File: src/rtl/filt_pkg.sv
// rtl/filt_pkg.sv - shared helpers and defaults for the filt_* stream filters
package filt_pkg;

    // Default width of the pass/drop statistics counters
    localparam int FILT_W_CNT_DEFAULT = 16;

    // Widest selector field the mask lookup supports
    localparam int FILT_W_CTRL_MAX = 8;
    localparam int FILT_MASK_MAX_W = 2 ** FILT_W_CTRL_MAX;

    // True when the selection mask has the bit for this ctrl value set
    function automatic logic sel_hit(
        input logic [FILT_MASK_MAX_W-1:0] mask,
        input logic [FILT_W_CTRL_MAX-1:0] ctrl
    );
        return mask[ctrl];
    endfunction

endpackage

File: src/rtl/filt_sat_cnt.sv
// rtl/filt_sat_cnt.sv - saturating event counter with synchronous clear
module filt_sat_cnt
    import filt_pkg::*;
#(
    parameter int W_CNT = FILT_W_CNT_DEFAULT
) (
    input  logic             clk,
    input  logic             rst,
    input  logic             clr,
    input  logic             inc,
    output logic [W_CNT-1:0] cnt
);

    logic [W_CNT-1:0] cnt_q;
    logic [W_CNT-1:0] cnt_d;

    // Clear wins over a same-cycle increment; the count sticks at all-ones
    always_comb begin
        cnt_d = cnt_q;
        if (clr) begin
            cnt_d = '0;
        end else if (inc && (cnt_q != '1)) begin
            cnt_d = cnt_q + 1'b1;
        end
    end

    // Counter register
    always_ff @(posedge clk) begin
        if (rst) begin
            cnt_q <= '0;
        end else begin
            cnt_q <= cnt_d;
        end
    end

    assign cnt = cnt_q;

endmodule

File: src/rtl/filt_mask.sv
// rtl/filt_mask.sv - mask-selected stream filter with eot merging; FILT_MASK_STATS_EN adds pass/drop counters
module filt_mask
    import filt_pkg::*;
#(
    parameter int                      W_DIN    = 16,
    parameter int                      W_CTRL   = 1,
    parameter int                      LVL      = 1,
    parameter logic [2**W_CTRL-1:0]    SEL_MASK = 'b01,
    parameter int                      W_CNT    = FILT_W_CNT_DEFAULT
) (
    input  logic                          clk,
    input  logic                          rst,
    input  logic [LVL+W_CTRL+W_DIN-1:0]   din_data,
    input  logic                          din_valid,
    output logic                          din_ready,
    output logic [LVL+W_DIN-1:0]          dout_data,
    output logic                          dout_valid,
    input  logic                          dout_ready
`ifdef FILT_MASK_STATS_EN
    ,
    input  logic                          clr_stats,
    output logic [W_CNT-1:0]              cnt_pass,
    output logic [W_CNT-1:0]              cnt_drop
`endif
);

    typedef struct packed {
        logic [LVL-1:0]    eot;
        logic [W_CTRL-1:0] ctrl;
        logic [W_DIN-1:0]  data;
    } din_t;

    typedef struct packed {
        logic [LVL-1:0]   eot;
        logic [W_DIN-1:0] data;
    } dout_t;

    din_t  din_s;
    dout_t dout_s;

    // One-entry hold: the last selected item not yet emitted
    logic             hold_v_q,    hold_v_d;
    logic [W_DIN-1:0] hold_data_q, hold_data_d;
    logic [LVL-1:0]   hold_eot_q,  hold_eot_d;

    logic sel;
    logic e0;
    logic hs;
    logic load;
    logic merge;
    logic empty_drop;
    logic plain_drop;

    assign din_s = din_data;
    assign sel   = sel_hit(FILT_MASK_MAX_W'(SEL_MASK), FILT_W_CTRL_MAX'(din_s.ctrl));
    assign e0    = din_s.eot[0];

    // The held item goes out only once a selected successor shows up or it carries its own end;
    // dout_ready never feeds back into dout_valid
    assign dout_valid = hold_v_q && ((din_valid && sel) || hold_eot_q[0]);
    assign hs         = dout_valid && dout_ready;

    assign dout_s.eot  = hold_eot_q;
    assign dout_s.data = hold_data_q;
    assign dout_data   = dout_s;

    assign load       = din_valid && sel && (!hold_v_q || hs);
    assign merge      = din_valid && !sel && e0 && hold_v_q && !hold_eot_q[0];
    // An end with nothing selected in front of it is swallowed; if the held item already
    // closed its transaction, the end must wait until that item drains
    assign empty_drop = din_valid && !sel && e0 && (!hold_v_q || (hold_eot_q[0] && hs));
    assign plain_drop = din_valid && !sel && !e0;
    assign din_ready  = load || merge || empty_drop || plain_drop;

    // Hold update: a load overrides the drain of the previous item in the same cycle
    always_comb begin
        hold_v_d    = hold_v_q;
        hold_data_d = hold_data_q;
        hold_eot_d  = hold_eot_q;
        if (load) begin
            hold_v_d    = 1'b1;
            hold_data_d = din_s.data;
            hold_eot_d  = din_s.eot;
        end else if (hs) begin
            hold_v_d   = 1'b0;
            hold_eot_d = '0;
        end else if (merge) begin
            // OR keeps any lower-level ends the held item already carries
            hold_eot_d = hold_eot_q | din_s.eot;
        end
    end

    // Hold register
    always_ff @(posedge clk) begin
        if (rst) begin
            hold_v_q    <= 1'b0;
            hold_data_q <= '0;
            hold_eot_q  <= '0;
        end else begin
            hold_v_q    <= hold_v_d;
            hold_data_q <= hold_data_d;
            hold_eot_q  <= hold_eot_d;
        end
    end

`ifdef FILT_MASK_STATS_EN
    filt_sat_cnt #(
        .W_CNT (W_CNT)
    ) u_cnt_pass (
        .clk (clk),
        .rst (rst),
        .clr (clr_stats),
        .inc (hs),
        .cnt (cnt_pass)
    );

    filt_sat_cnt #(
        .W_CNT (W_CNT)
    ) u_cnt_drop (
        .clk (clk),
        .rst (rst),
        .clr (clr_stats),
        .inc (merge || empty_drop || plain_drop),
        .cnt (cnt_drop)
    );
`else
    logic unused_w_cnt;
    assign unused_w_cnt = (W_CNT > 0);
`endif

endmodule

File: config.mk
export PLATFORM = sky130hd
export DESIGN_NAME = filt_mask
export DESIGN_NICKNAME = d
export VERILOG_FILES = /design/src/rtl/filt_pkg.sv /design/src/rtl/filt_sat_cnt.sv /design/src/rtl/filt_mask.sv
export SDC_FILE = /design/constraint.sdc
export NUM_CORES = 1
export LEC_CHECK = 0
export CORE_ASPECT_RATIO = 1.25
export CORE_UTILIZATION = 40
export DETAILED_ROUTE_END_ITERATION = 8
export GPL_TIMING_DRIVEN = 0
export PLACE_DENSITY = 0.9
export SYNTH_ARGS = -nofsm -noshare
export SYNTH_HDL_FRONTEND = slang
export SYNTH_SLANG_ARGS = --single-unit
export TNS_END_PERCENT = 20
File: constraint.sdc
create_clock -name clk -period 1.6 [get_ports clk]
set_input_delay 0.24 -clock clk [delete_from_list [all_inputs] [get_ports clk]]
set_output_delay 0.24 -clock clk [all_outputs]
set_load 0.01 [all_outputs]
; Word level (Yosys, flattened, before mapping)
; Index checks and enable logic that the tools add are counted.
; W data, S select, Z words.
[totals]
ff_bits = 18
in_bits = 22
out_inout_bits = 19
elab_cells = 35
[op_classes]
order_cmp = 1
muxes = 7
bitwise_logic = 1
reduce_logical = 23
[ops]
columns = op, n
row1 = $logic_and A1 B1 Y1, 11
row2 = $lt A1 B9 Y1 const B, 1
row3 = $mux W1, 7
row4 = $logic_or A1 B1 Y1, 6
row5 = $logic_not A1 Y1, 4
row6 = $reduce_bool A3 Y1, 1
row7 = $reduce_bool A2 Y1, 1
row8 = $or A1 B1 Y1, 1

; Longest topological paths before layout
[logic_depth]
depth_word = 11
depth_mapped = 6
mapped_depth_nobuf = 4

; Least setup slack after synthesis
; Ideal clock, no wire load.
[synth_path]
kind = register to register
from = register hold_v_q
to = register hold_data_q[10]
setup_time_ns = 0.124
arrival_ns = 0.972
t_required_ns = 1.476
setup_slack_ns = 0.504
stages_incl_launch_ff = 7
n_path_buf = 2
synth_period_minus_slack_ns = 1.096
path_cell_list = dfxtp_1 > nand2b_1 > and2_4 > buf_6 > buf_12 > nand2_1 > a21oi_2
[synth_via]
elab_chain_len = 4
word_cells_on_any_way = 5
cone_classes = reduce/logical: 5
[synth_rtl]
columns = element, line
row1 = from (decl), filt_mask.sv:42  ; logic hold_v_q, hold_v_d;
row2 = from (signal assigned), filt_mask.sv:100  ; hold_v_q <= hold_v_d;
row3 = $logic_and A1 B1 Y1, filt_mask.sv:60  ; assign dout_valid = hold_v_q && ((din_valid && sel) || hold_eot_q[0]);
row4 = $logic_and A1 B1 Y1, filt_mask.sv:61  ; assign hs = dout_valid && dout_ready;
row5 = $logic_or A1 B1 Y1 *, filt_mask.sv:67  ; assign load = din_valid && sel && (!hold_v_q || hs);
row6 = $logic_and A1 B1 Y1 *, filt_mask.sv:67
row7 = to (signal assigned), filt_mask.sv:101  ; hold_data_q <= hold_data_d;
row8 = to (decl), filt_mask.sv:43  ; logic [W_DIN-1:0] hold_data_q, hold_data_d;
; Mark *: on every way between the ends. The rest lies on a longest branch, timed or not.
; A chain may end at the register's enable or synchronous reset.

; Worst setup path after layout
[layout_path]
from = input port din_valid
to = output port dout_valid
[layout_via]
elab_chain_len = 3
[layout_rtl]
columns = element, line
row1 = from (decl), filt_mask.sv:14  ; input logic din_valid,
row2 = $logic_and A1 B1 Y1, filt_mask.sv:60
row3 = $logic_or A1 B1 Y1, filt_mask.sv:60
row4 = $logic_and A1 B1 Y1, filt_mask.sv:60
row5 = to (decl), filt_mask.sv:17  ; output logic dout_valid,
; No other way between the ends.

==> flow_summary.ini <==
[run_status]
status = complete, no violations

[routing]
via_per_inst = 4.98
drt_iter0_markers = 10
ant_nets = 0
drc_errors = 0
first_pass_iters = 4
finalWirelength_microns = 1780
vias = 752
routedWlPerCell_microns = 11.8

[clock_network]
post_cts_buffers = 0
htree_levels = 1
clock_sinks = 18
path_clk_slew_ns = 0.09
clk-insertion-delay-late_ns = 0.29
clock_path_buffers = 2
cts_buffers = 3
cts_tree = yes
cts-root-buf = clkbuf_4

[place]
port_buffers = 39
dp_hpwl_microns = 1350
pre_cts_slack_ns = -0.271
dp_cells = 148
finalWeightedCongestion = 0.667

[final_layout]
fin_nets = 156
final_core_util_pct = 67.6
drive_gt1_share_pct = 22.7
antenna_cells = 0
mostFrequentLayoutCells = clkdlybuf4s50_1 (36), nand2_1 (30), dfxtp_1 (17)
mostFrequentLayoutCell = clkdlybuf4s50_1
syn_to_final_growth_pct = 56.9
finalNonFillerCells = 151

[min_path]
hold_depth = 2
holdPathEnd = hold_data_q[14]
min-delay-start = rst
min_path_type = input port to flip-flop

[yosys]
synth_area_leaders = dfxtp_1 (47%), nand2_1 (15%), a21oi_2 (11%)
avgSynthCellArea_sq_um = 8.55
synth_cell_types = 19
synth_area_sq_um = 769
yosys_warnings = 0
ys_ff_latch = 18
synth_top_area_share_pct = 46.8
ys_seq_area_share_pct = 46.8
syn_inst = 90
synth_area_leader_cell = dfxtp_1
syn_nets = 112

[worst_setup_path]
arrival_ns = 1.30
worstSetupPathType = input port to primary output
start_kind = input port
crit_path_max_fanout = 5
r2r_end = hold_data_q[14]
cp.required_ns = 1.36
cp-end-kind = primary output
ff2ff_setup_slack_ns = 0.36
rr_worst_depth = 5
r2r_start = hold_v_q
cp-startpoint = din_valid

[grt]
antenna_found_initial = 0
first_global_vias = 707
grt.total_usage_pct = 19.0
grt_max_degree = 11
gr-total-overflow = 0
grt_pass1_wl_microns = 2730

[sta]
setup_viol = 0
fin_crit_ns = 1.54
slew_headroom_pct = 82.0
finalCritPeriodShare_pct = 96.5
slew_violations = 0
hold_violations = 0
rsz0062_at_grt = yes
fmax_mhz = 648
fin_worst_skew_ns = 0.00295
setup_slack_ns = 0.0558
tightest_slew_ns = 0.270

[power_and_ir_drop]
power_density_nw_per_um2 = 744
clockPowerShare_pct = 23.8
p_seq_share_pct = 54.1
power_uw = 899
intPower_uw = 677
p_leak_nw = 0.437
combPwrFrac_pct = 22.0
p_switching_uw = 222
peakVddDrop_mv = 0.499
sw_frac_of_total_pct = 24.7

[floorplanning]
rows = 17
io_pins = 41
die_width_microns = 41.2
die_area_sq_um = 2100
initial_core_util_pct = 43.1
die_y_microns = 51.0
core_area_sq_um = 1790

[job]
max_cap_viol_count = 0
## flip-flops by register name (all words and copies together), names as in the netlist
| register | cells |
|---|---|
| hold_eot_q | 1 |
| hold_v_q | 1 |
| hold_data_q | 16 |
## synthesized netlist by cell type, drive strengths merged
cell type	instances
nand3	2
o21ai	1
nand2	35
o21a	1
nor2b	3
nor3	1
and2	1
o22ai	1
a21oi	19
nor2	1
dfxtp	18
buf	6
nand2b	1
## cell families after synthesis
logic type             Yosys count  share of synthesized area, %
and+or+nand+nor                 44                          26.5
AOI/OAI and AO/OA               22                          19.7
DFF                             18                          46.8
buffers and inverters            6                          6.99
## worst max-delay path by stage
stage,end,slack [ns],cells after the start
after floorplan,hold_data_q[10],0.50,6
after global placement,din_ready,-0.27,5
after detailed placement,din_ready,-0.27,5
after CTS,din_ready,0.03,5
after global routing,dout_valid,-0.006,4
final,dout_valid,0.06,4
## per-stage QoR
step | setup TNS, ns | cell area [sq um] | hold slack (ns)
global placement | -0.492 | 1180 | 0.442
detailed placement | -0.559 | 1180 | 0.450
CTS | 0 | 1210 | 0.223
global route | -0.00597 | 1210 | 0.247
finish | 0 | 1210 | 0.222
floorplan | 0 | 769 | 0.367
## worst max-delay path, cell delays in order
cell and delay, ns:
clkdlybuf4s50_1 0.50, nor2b_4 0.21, o21a_1 0.13, clkdlybuf4s15_1 0.23
## timing repair
action	in CTS	in global routing
hold buffers	0	0
setup endpoints to repair	3	3
gates resized for setup	4	4
## cell type report
class                           instances  area, sq um
Timing Repair Buffer                   39          383
Tap cell                               19         23.8
Fill cell                             142          579
Buffer                                  6         53.8
Clock buffer                            3         22.5
Multi-Input combinational cell         66          363
Sequential cell                        18          362
## routing by layer
metal | part of all wire [%] | vias up | track usage (%)
li1 | - | 377 | -
met1 | 38 | 342 | 18.5
met2 | 53 | 28 | 34.9
met3 | 6.6 | 5 | 3.04
met4 | 2.0 | 0 | 9.68
met5 | 0 | - | 0
## power groups by stage
| stage | registers, mW | logic (mW) | clock network [mW] |
|---|---|---|---|
| after floorplan | 0.502 | 0.0805 | 0 |
| after global placement | 0.494 | 0.197 | 0 |
| after detailed placement | 0.495 | 0.200 | 0 |
| after CTS | 0.486 | 0.202 | 0.220 |
| after global routing | 0.489 | 0.216 | 0.237 |
| final | 0.487 | 0.198 | 0.214 |
No activity file was read; power rests on OpenSTA's default activity.
